## config.mk

```make
export PLATFORM = sky130hd
export DESIGN_NAME = vga_sync_decoder
export DESIGN_NICKNAME = d
export VERILOG_FILES = /design/src/rtl/vga_sync_decoder.sv
export SDC_FILE = /design/constraint.sdc
export NUM_CORES = 1
export LEC_CHECK = 0
export CORE_MARGIN = 2
export CORE_UTILIZATION = 29
export CTS_CLUSTER_SIZE = 30
export DETAILED_ROUTE_END_ITERATION = 10
export GPL_ROUTABILITY_DRIVEN = 1
export PLACE_DENSITY_LB_ADDON = 0.3
export SLEW_MARGIN = 30
export SYNTH_ARGS = -nofsm -noshare
export SYNTH_HDL_FRONTEND = slang
export SYNTH_SLANG_ARGS = --single-unit
export TNS_END_PERCENT = 5
```

## constraint.sdc

```tcl
create_clock -name clk -period 4.4 [get_ports clk]
set_clock_uncertainty 0.15 [all_clocks]
set_input_delay 0.88 -clock clk [delete_from_list [all_inputs] [get_ports clk]]
set_output_delay 0.88 -clock clk [all_outputs]
set_load 0.02 [all_outputs]
```

## src/rtl/vga_sync_decoder.sv

```systemverilog
// vga_sync_decoder: locks to incoming hsync/vsync timing, rebuilds pixel coordinates and
// buffers active pixels as {rgb, frame_start} in a small FIFO with a valid/ready output.
module vga_sync_decoder #(
  parameter int CD = 12,
  parameter int HD = 640,
  parameter int HF = 16,
  parameter int HR = 96,
  parameter int HB = 48,
  parameter int VD = 480,
  parameter int VF = 10,
  parameter int VR = 2,
  parameter int VB = 33,
  parameter int FIFO_DEPTH = 16
) (
  input  logic          clk,
  input  logic          reset_n,
  input  logic          pix_en,
  input  logic          hsync,
  input  logic          vsync,
  input  logic [CD-1:0] rgb,
  output logic [CD:0]   so_data,
  output logic          so_valid,
  input  logic          so_ready,
  output logic [10:0]   x,
  output logic [10:0]   y,
  output logic          locked,
  output logic          frame_tick,
  output logic [7:0]    err_cnt,
  output logic          overflow,
  input  logic          clr_ovf
);
  localparam logic [10:0] HT_M1  = 11'(HD + HF + HR + HB - 1);
  localparam logic [10:0] VT_M1  = 11'(VD + VF + VR + VB - 1);
  localparam logic [10:0] H_SYNC = 11'(HD + HF);
  localparam logic [10:0] V_SYNC = 11'(VD + VF);
  localparam logic [10:0] H_ACT  = 11'(HD);
  localparam logic [10:0] V_ACT  = 11'(VD);
  localparam int AW = $clog2(FIFO_DEPTH);

  typedef enum logic [1:0] {SEARCH, TRACK, LOCKED} state_t;

  state_t          state;
  logic [10:0]     hcnt, vcnt, h_nat, v_nat;
  logic            hs_q, vs_q, hs_edge, vs_edge, h_wrap, mismatch;
  logic            push_req, push, pop, full;
  logic [CD:0]     mem [FIFO_DEPTH];
  logic [AW-1:0]   rd_ptr, wr_ptr;
  logic [AW:0]     count;

  // An edge is a mismatch when it lands anywhere but the position the free-running counters predict
  always_comb begin
    hs_edge  = pix_en && hs_q && !hsync;
    vs_edge  = pix_en && vs_q && !vsync;
    h_wrap   = hcnt == HT_M1;
    h_nat    = h_wrap ? '0 : hcnt + 11'd1;
    v_nat    = h_wrap ? (vcnt == VT_M1 ? '0 : vcnt + 11'd1) : vcnt;
    mismatch = (hs_edge != (h_nat == H_SYNC)) || (vs_edge != (h_nat == '0 && v_nat == V_SYNC));
    push_req = pix_en && state == LOCKED && hcnt < H_ACT && vcnt < V_ACT;
    full     = count == (AW+1)'(FIFO_DEPTH);
    pop      = so_valid && so_ready;
    push     = push_req && (!full || pop);
  end

  assign so_valid   = count != '0;
  assign so_data    = mem[rd_ptr];
  assign x          = hcnt;
  assign y          = vcnt;
  assign locked     = state == LOCKED;
  assign frame_tick = vs_edge && state == LOCKED;

  always_ff @(posedge clk or negedge reset_n)
    if (!reset_n) begin
      state   <= SEARCH;
      hcnt    <= '0;
      vcnt    <= '0;
      hs_q    <= 1'b1;
      vs_q    <= 1'b1;
      err_cnt <= '0;
    end else if (pix_en) begin
      hs_q  <= hsync;
      vs_q  <= vsync;
      hcnt  <= hs_edge ? H_SYNC : h_nat;
      vcnt  <= vs_edge ? V_SYNC : v_nat;
      state <= state == SEARCH ? (vs_edge ? TRACK : SEARCH) : mismatch ? SEARCH : vs_edge ? LOCKED : state;
      if (state != SEARCH && mismatch && err_cnt != 8'hff) err_cnt <= err_cnt + 8'd1;
    end

  always_ff @(posedge clk or negedge reset_n)
    if (!reset_n) begin
      rd_ptr   <= '0;
      wr_ptr   <= '0;
      count    <= '0;
      overflow <= 1'b0;
    end else begin
      if (push) wr_ptr <= wr_ptr + AW'(1);
      if (pop) rd_ptr <= rd_ptr + AW'(1);
      count    <= count + (AW+1)'(push) - (AW+1)'(pop);
      overflow <= (push_req && full && !pop) || (overflow && !clr_ovf);
    end

  always_ff @(posedge clk)
    if (push) mem[wr_ptr] <= {rgb, hcnt == '0 && vcnt == '0};
endmodule

```

==> results_dict.tcl, run 1 <==
set metrics [dict create \
    min_period_ps 4080 \
    die_h_um 198.3 \
    num_rows 71 \
    hpwl_mm 14.91 \
    grt_usage_pct 12.82 \
    max_stage_delay_ps 620 \
    critical_path_class "flip-flop to output pin" \
    hold_ws_ps 130.7 \
    setup_viol 0 \
    placedInstanceArea_um2 12360 \
    cts_setup_buffers 0 \
    cap_viol_max_count 0 \
    yosys-top-cells-count "208 x edfxtp_1, 65 x mux4_2, 46 x dfrtp_1" \
    ys.flop_type "edfxtp_1" \
    p_int_mw 5.279 \
    wl_per_cell_um 19.23 \
    fin_util_pct 35.71 \
    finalInstanceArea_um2 13360 \
    place_congestion 0.7699 \
    period_share_pct 92.73 \
    netlist_area_um2 10940 \
    cts_made_buffers 29 \
    drtPass1Iterations 5 \
    r2r_slack_ps 870 \
    p_switching_mw 2.113 \
    synthToLayoutAreaGrowth_pct 22.03 \
    r2r_end "err_cnt[1]" \
    cts.sinks 256 \
    syn_inst 650 \
    status "complete, no violations" \
    final_cells 1279 \
    total_power_mw 7.393 \
    finalSetupTns_ps 0 \
    synth.area.top_cells "edfxtp_1 57%, mux4_2 13%, dfrtp_1 11%, ha_1 1.8%, nand2_1 1.2%" \
    crit_top_cell "mux4_2" \
    ys.warnings.count 0 \
    cp-end-kind "output pin" \
    vias_per_cell 4.740 \
    fill_cells 3506 \
    num_io_pins 66 \
    p_sw_share_pct 28.58 \
    hp-class "primary input to async pin" \
    place_ws_ps 686.9 \
    cts_root_buf "clkbuf_16" \
    clkPwrFrac_pct 33.0 \
    seq_area_frac_synth_pct 68.07 \
    grt_pass1_vias 6252 \
    multi_input_area_um2 3276 \
    portBuffers 65 \
    clk_path_buf_depth 3 \
    combPwrFrac_pct 26.6 \
    yosysTopAreaCellShare_pct 57.07 \
    ir_drop_uv 294.7 \
    dieArea_um2 39310 \
    synth.distinct_cells 57 \
    rr_worst_depth 10 \
    synth_edf_count 208 \
    drive_gt1_share_pct 21.38 \
    dp.cells 1223 \
    cts_max_level 1 \
    p_leak_nw 4.503 \
    rsz0062_at_grt "no" \
    start_util_pct 29.26 \
    ys_ff_latch 256 \
    cpMaxStageDelayCell "dfrtp_4" \
    synth_fp_nets 686 \
    hold_buffers 0 \
    setup_ws_ps 320.0 \
    r2r-start "x[1]" \
    synth_largest_area_cell "edfxtp_1" \
    first_iter_violations 405 \
    hold_viol_final 0 \
    drc 0 \
    design.core.area_um2 37400 \
    cts_tree "built" \
    async_reset_ff_share_pct 18.75 \
    final_nets 780 \
    ant_nets 0 \
    slew_viol_final 0 \
    slew_headroom_pct 36.62 \
    worstPathMaxFanout 14 \
    regArea_um2 7455 \
    antenna_found_initial 1 \
    wirelength_mm 24.60 \
    path_cells "buf_4 > mux4_2 > mux4_2 > clkdlybuf4s50_1" \
    cts-resized-gates 0 \
    num_vias 6062 \
    p_seq_share_pct 40.4 \
    arrival_ps 3050 \
    die_width_um 198.3 \
    grt.overflow.total 0 \
    start_kind "flip-flop" \
    p_per_area_nw_per_um2 553.5 \
    grt_pass1_wl_mm 38.05 \
    clkLatencyLatePin_ps 570 \
    grt_max_degree 36 \
    required_ps 3370 \
    timing.fmax_mhz 245.1 \
    yosysMostFrequentCell "edfxtp_1" \
    max_slew.worst_pin.slew_ps 950.7 \
    syn_avg_cell_area_um2 16.84 \
    clk_pin_slew_ps 60 \
]
## placed cells by master (no fill, tap or decap), types with 15 or more instances in the layout
cell             synthesis  routed
buf_4                    0      34
clkbuf_16                0      29
clkdlybuf4s50_1          0      64
dfrtp_1                 46      44
edfxtp_1               208     208
ha_1                    16      16
inv_1                   20      20
mux4_2                  65      65
nand2_1                 36      36
nand3_1                 21      21
nand4_1                 16      16
nor2_1                  30      30
o21ai_0                 25      25
xor2_1                  15      15
## cell type report
class	count	share of cell area, %
tap	511	4.787
clock inverter	17	1.565
multi-input combinational	337	24.53
timing repair buffer	100	7.064
sequential	256	55.82
antenna	1	0.01874
inverter	20	0.5621
clock buffer	37	5.659
## worst max-delay path by stage
stage,start,end,slack (ps),cells past startpoint
final,rd_ptr[0],so_data[7],320,4
after global placement,rd_ptr[0],so_data[0],700,4
after floorplan,pix_en,mem[3][0],730,7
after CTS,rd_ptr[0],so_data[0],70,4
after global routing,rd_ptr[0],so_data[7],200,4
after detailed placement,rd_ptr[0],so_data[0],690,4
## routing by layer
metal  global-route usage [%]  wire [um]  part of all wire (%)
met1                    17.74      11180                    45
met4                    3.175        518                   2.1
met5                        0          0                     0
met2                    20.52      11460                    47
met3                    2.827       1441                   5.9
## critical path, delay by kind of cell, from the launching register on
family	cells	cell delay, ps
muxes	2	1020
buffers and inverters	2	830
DFF	1	620
## power by group through the flow
| stage | combinational (mW) | clock, mW | sequential, mW |
|---|---|---|---|
| after floorplan | 1.43 | 0 | 2.90 |
| after global placement | 1.92 | 0 | 3.06 |
| after detailed placement | 1.94 | 0 | 3.06 |
| after CTS | 1.95 | 2.50 | 3.02 |
| after global routing | 2.14 | 2.60 | 3.02 |
| final | 1.97 | 2.44 | 2.99 |
## flip-flops by register name, indices dropped and copies added (netlist names)
| register | cells |
|---|---|
| mem | 208 |
| vs_q | 1 |
| state | 2 |
| err_cnt | 8 |
| overflow | 1 |
| rd_ptr | 4 |
| wr_ptr | 4 |
| hs_q | 1 |
| count | 5 |
| y | 11 |
| x | 11 |
## cell families after synthesis
group | share of synthesized area [%]
buf+inv | 2.184
simple gates | 7.237
flops | 68.07
compound gates | 4.265
fa+ha+maj | 2.012
mux | 13.91
xor+xnor | 2.321
(Power assumes the default switching activity.)
==> inputs of run 2 (changes only) <==
- ABC_CLOCK_PERIOD_IN_PS: unset -> 4400
- CORE_ASPECT_RATIO: unset -> 1.5
- CORE_UTILIZATION: 29 -> 28
==> results_dict.tcl, run 2 (same netlist as run 1, synthesis figures left out) <==
set metrics [dict create \
    hold_viol_final 0 \
    synthToLayoutAreaGrowth_pct 20.32 \
    design.core.area_um2 38540 \
    p_leak_nw 4.441 \
    grt_max_degree 36 \
    p_per_area_nw_per_um2 534.1 \
    wl_per_cell_um 20.44 \
    place_ws_ps 544.8 \
    critical_path_class "flip-flop to output pin" \
    drive_gt1_share_pct 21.26 \
    cts.sinks 256 \
    grt_pass1_vias 6381 \
    finalInstanceArea_um2 13170 \
    wirelength_mm 25.69 \
    slew_headroom_pct 39.66 \
    top_register "mem" \
    n_antenna_cell 0 \
    status "complete, no violations" \
    first_iter_violations 260 \
    vias_per_cell 4.815 \
    num_rows 88 \
    ir_drop_uv 297.1 \
    timing.fmax_mhz 241.9 \
    hold_ws_ps 92.96 \
    final_cells 1257 \
    clk_path_buf_depth 3 \
    layout_common_cells "208 x edfxtp_1, 65 x mux4_2, 64 x clkdlybuf4s50_1, 44 x dfrtp_1, 36 x nand2_1" \
    r2r-start "x[1]" \
    clk_pin_slew_ps 70 \
    portBuffers 65 \
    final_nets 778 \
    hp-class "primary input to async pin" \
    drtPass1Iterations 4 \
    hpwl_mm 16.60 \
    cts_max_level 1 \
    drc 0 \
    cpMaxStageDelayCell "mux4_2" \
    max_slew.worst_pin.slew_ps 901.7 \
    die_width_um 165.4 \
    cp-end-kind "output pin" \
    required_ps 3370 \
    cts_made_buffers 26 \
    min_period_ps 4134 \
    r2r_end "err_cnt[1]" \
    rr_worst_depth 10 \
    r2r_slack_ps 930 \
    cts-resized-gates 0 \
    period_share_pct 93.95 \
    cts_root_buf "clkbuf_16" \
    die_h_um 246.1 \
    num_vias 6052 \
    path_cells "buf_4 > mux4_2 > mux4_2 > clkdlybuf4s50_1" \
    setup_viol 0 \
    largest_reg_flops 208 \
    max_stage_delay_ps 580 \
    start_util_pct 28.40 \
    setup_ws_ps 266.3 \
    dieArea_um2 40720 \
    cts_tree "built" \
    rsz0062_at_grt "no" \
    antenna_found_initial 1 \
    finalSetupTns_ps 0 \
    grt_usage_pct 12.90 \
    fin_util_pct 34.17 \
    num_io_pins 66 \
    hold_buffers 0 \
    layout_commonest_cell "edfxtp_1" \
    worstPathMaxFanout 25 \
    grt_pass1_wl_mm 38.94 \
    cap_viol_max_count 0 \
    ant_nets 0 \
    slew_viol_final 0 \
    placedInstanceArea_um2 12380 \
    grt.overflow.total 0 \
    total_power_mw 7.033 \
    place_congestion 0.7775 \
    dp.cells 1209 \
    clkLatencyLatePin_ps 530 \
    start_kind "flip-flop" \
    arrival_ps 3100 \
    crit_top_cell "mux4_2" \
    cts_setup_buffers 0 \
]
-- run 2: worst max-delay path, delay by kind of cell (launching register included) --
kind     cells  cell delay [ps]
buf+inv      2             1020
flops        1              420
mux          2             1120
-- run 2: worst max-delay path by stage --
stage,startpoint,end,slack (ps)
floorplan,pix_en,mem[3][0],730
global placement,pix_en,frame_tick,550
detailed placement,pix_en,frame_tick,540
CTS,rd_ptr[0],so_data[9],180
global route,rd_ptr[0],so_data[8],130
finish,rd_ptr[0],so_data[8],270
-- run 2: cell type report --
class                      count  area [um2]
tap                          495       619.3
multi-input combinational    337        3276
sequential                   256        7455
timing repair buffer         101       953.4
fill                        3733       25370
inverter                      20       75.07
clock inverter                16       95.09
clock buffer                  32       694.4
-- run 2: layer usage --
metal	routed length, um	vias to the layer above	global-route usage, %
li1	-	2741	-
met1	9580	3138	14.48
met2	14340	123	24.47
met3	1076	48	2.155
met4	686	2	4.057
met5	11	-	0
-- run 2: where the power goes --
part           internal, mW  total (mW)  switching (mW)
clock                  1.13        2.06           0.928
combinational          1.09        2.04           0.956
sequential             2.73        2.94           0.207
total                  4.94        7.03            2.09
==> inputs of run 3 (changes only) <==
- MAX_ROUTING_LAYER: unset -> met4
- REMOVE_ABC_BUFFERS: unset -> 1
==> results_dict.tcl, run 3 (same netlist as run 1, synthesis figures left out) <==
set metrics [dict create \
    place_ws_ps 609.7 \
    cts_setup_buffers 0 \
    worstPathMaxFanout 16 \
    grt_usage_pct 13.11 \
    start_util_pct 28.40 \
    cpMaxStageDelayCell "dfrtp_4" \
    finalSetupTns_ps 0 \
    cts_tree "built" \
    hold_buffers 0 \
    final_nets 779 \
    finalInstanceArea_um2 13260 \
    cts_made_buffers 26 \
    status "complete, no violations" \
    required_ps 3370 \
    ant_nets 0 \
    p_leak_nw 4.482 \
    portBuffers 65 \
    first_iter_violations 372 \
    min_period_ps 4078 \
    path_cells "buf_4 > mux4_2 > mux4_2 > clkdlybuf4s50_1" \
    final_cells 1258 \
    design.core.area_um2 38540 \
    p_per_area_nw_per_um2 544.3 \
    vias_per_cell 4.769 \
    cts_root_buf "clkbuf_16" \
    cp-end-kind "output pin" \
    total_power_mw 7.219 \
    wirelength_mm 25.55 \
    cap_viol_max_count 0 \
    die_width_um 165.4 \
    layout_commonest_cell "edfxtp_1" \
    dieArea_um2 40720 \
    clk_pin_slew_ps 70 \
    setup.worst_path.end "so_data[5]" \
    hp-class "primary input to async pin" \
    dp.cells 1209 \
    place_congestion 0.7918 \
    r2r_slack_ps 690 \
    die_h_um 246.1 \
    start_kind "flip-flop" \
    slew_headroom_pct 39.59 \
    rr_worst_depth 10 \
    setup_ws_ps 322.0 \
    grt_max_degree 35 \
    synthToLayoutAreaGrowth_pct 21.18 \
    num_rows 88 \
    fin_util_pct 34.42 \
    max_stage_delay_ps 670 \
    period_share_pct 92.68 \
    wl_per_cell_um 20.31 \
    crit_top_cell "mux4_2" \
    hpwl_mm 16.47 \
    largest_reg_flops 208 \
    clk_path_buf_depth 3 \
    num_vias 5999 \
    grt_pass1_wl_mm 38.71 \
    ir_drop_uv 370.1 \
    drive_gt1_share_pct 22.15 \
    slew_viol_final 0 \
    drc 0 \
    cp.depth 4 \
    cts.sinks 256 \
    antenna_found_initial 0 \
    rsz0062_at_grt "no" \
    cts-resized-gates 0 \
    path_buf_inv 2 \
    num_io_pins 66 \
    cts_max_level 1 \
    grt_pass1_vias 6409 \
    timing.fmax_mhz 245.2 \
    r2r_end "err_cnt[1]" \
    clkLatencyLatePin_ps 540 \
    arrival_ps 3050 \
    n_antenna_cell 0 \
    grt.overflow.total 0 \
    setup_viol 0 \
    drtPass1Iterations 4 \
    hold_viol_final 0 \
    critical_path_class "flip-flop to output pin" \
    startpoint "rd_ptr[0]" \
    placedInstanceArea_um2 12350 \
    r2r-start "x[1]" \
    crit_family "multiplexers" \
    hold_ws_ps 161.1 \
    layout_common_cells "208 x edfxtp_1, 65 x mux4_2, 64 x clkdlybuf4s50_1, 44 x dfrtp_1" \
    max_slew.worst_pin.slew_ps 903.3 \
    top_register "mem" \
]
==> run 3: changes by cell type in the layout (fill, tap and decap cells not counted), moves of 3 or more <==
| cell | change |
|---|---|
| clkbuf_8 | +4 |
| clkinvlp_4 | +3 |
| buf_4 | +3 |
| clkinv_1 | -4 |
==> run 3: worst register-to-register path: stages, from the launching register on <==
cell	delay, ps
dfrtp_1	500
ha_1	350
and4_1	390
nand4_4	290
a211oi_2	310
o2111ai_1	240
nor3_2	240
xnor2_1	130
o31ai_4	560
nor2_2	100
mux2_4	330
==> run 3: worst min-delay path by stage <==
stage / depth (start not counted) / to / start
after floorplan: 1 / state[0] / state[1]
after global placement: 1 / rd_ptr[2] / rd_ptr[2]
after detailed placement: 1 / err_cnt[7] / err_cnt[7]
after CTS: 1 / y[6] / reset_n
after global routing: 1 / y[6] / reset_n
final: 1 / y[6] / reset_n
==> run 3: report_power, final <==
| group | switching, mW | internal, mW | total [mW] |
|---|---|---|---|
| logic | 0.892 | 1.08 | 1.97 |
| registers | 0.253 | 2.73 | 2.98 |
| clock network | 0.949 | 1.32 | 2.26 |
| total | 2.09 | 5.13 | 7.22 |
==> run 3: per-layer routing <==
layer | wire [um] | GRT usage [%]
met5 | 0 | -
met2 | 14150 | 24.42
met3 | 924 | 1.717
met4 | 613 | 3.702
met1 | 9864 | 14.48
==> run 3: cell type report <==
class | instances | area [um2]
multi-input cells | 337 | 3276
repair buffers | 102 | 950.9
fillers | 3700 | 25270
well taps | 495 | 619.3
clock buffers | 34 | 742.0
inverters | 20 | 75.07
flip-flops and latches | 256 | 7455
clock inverters | 14 | 145.1
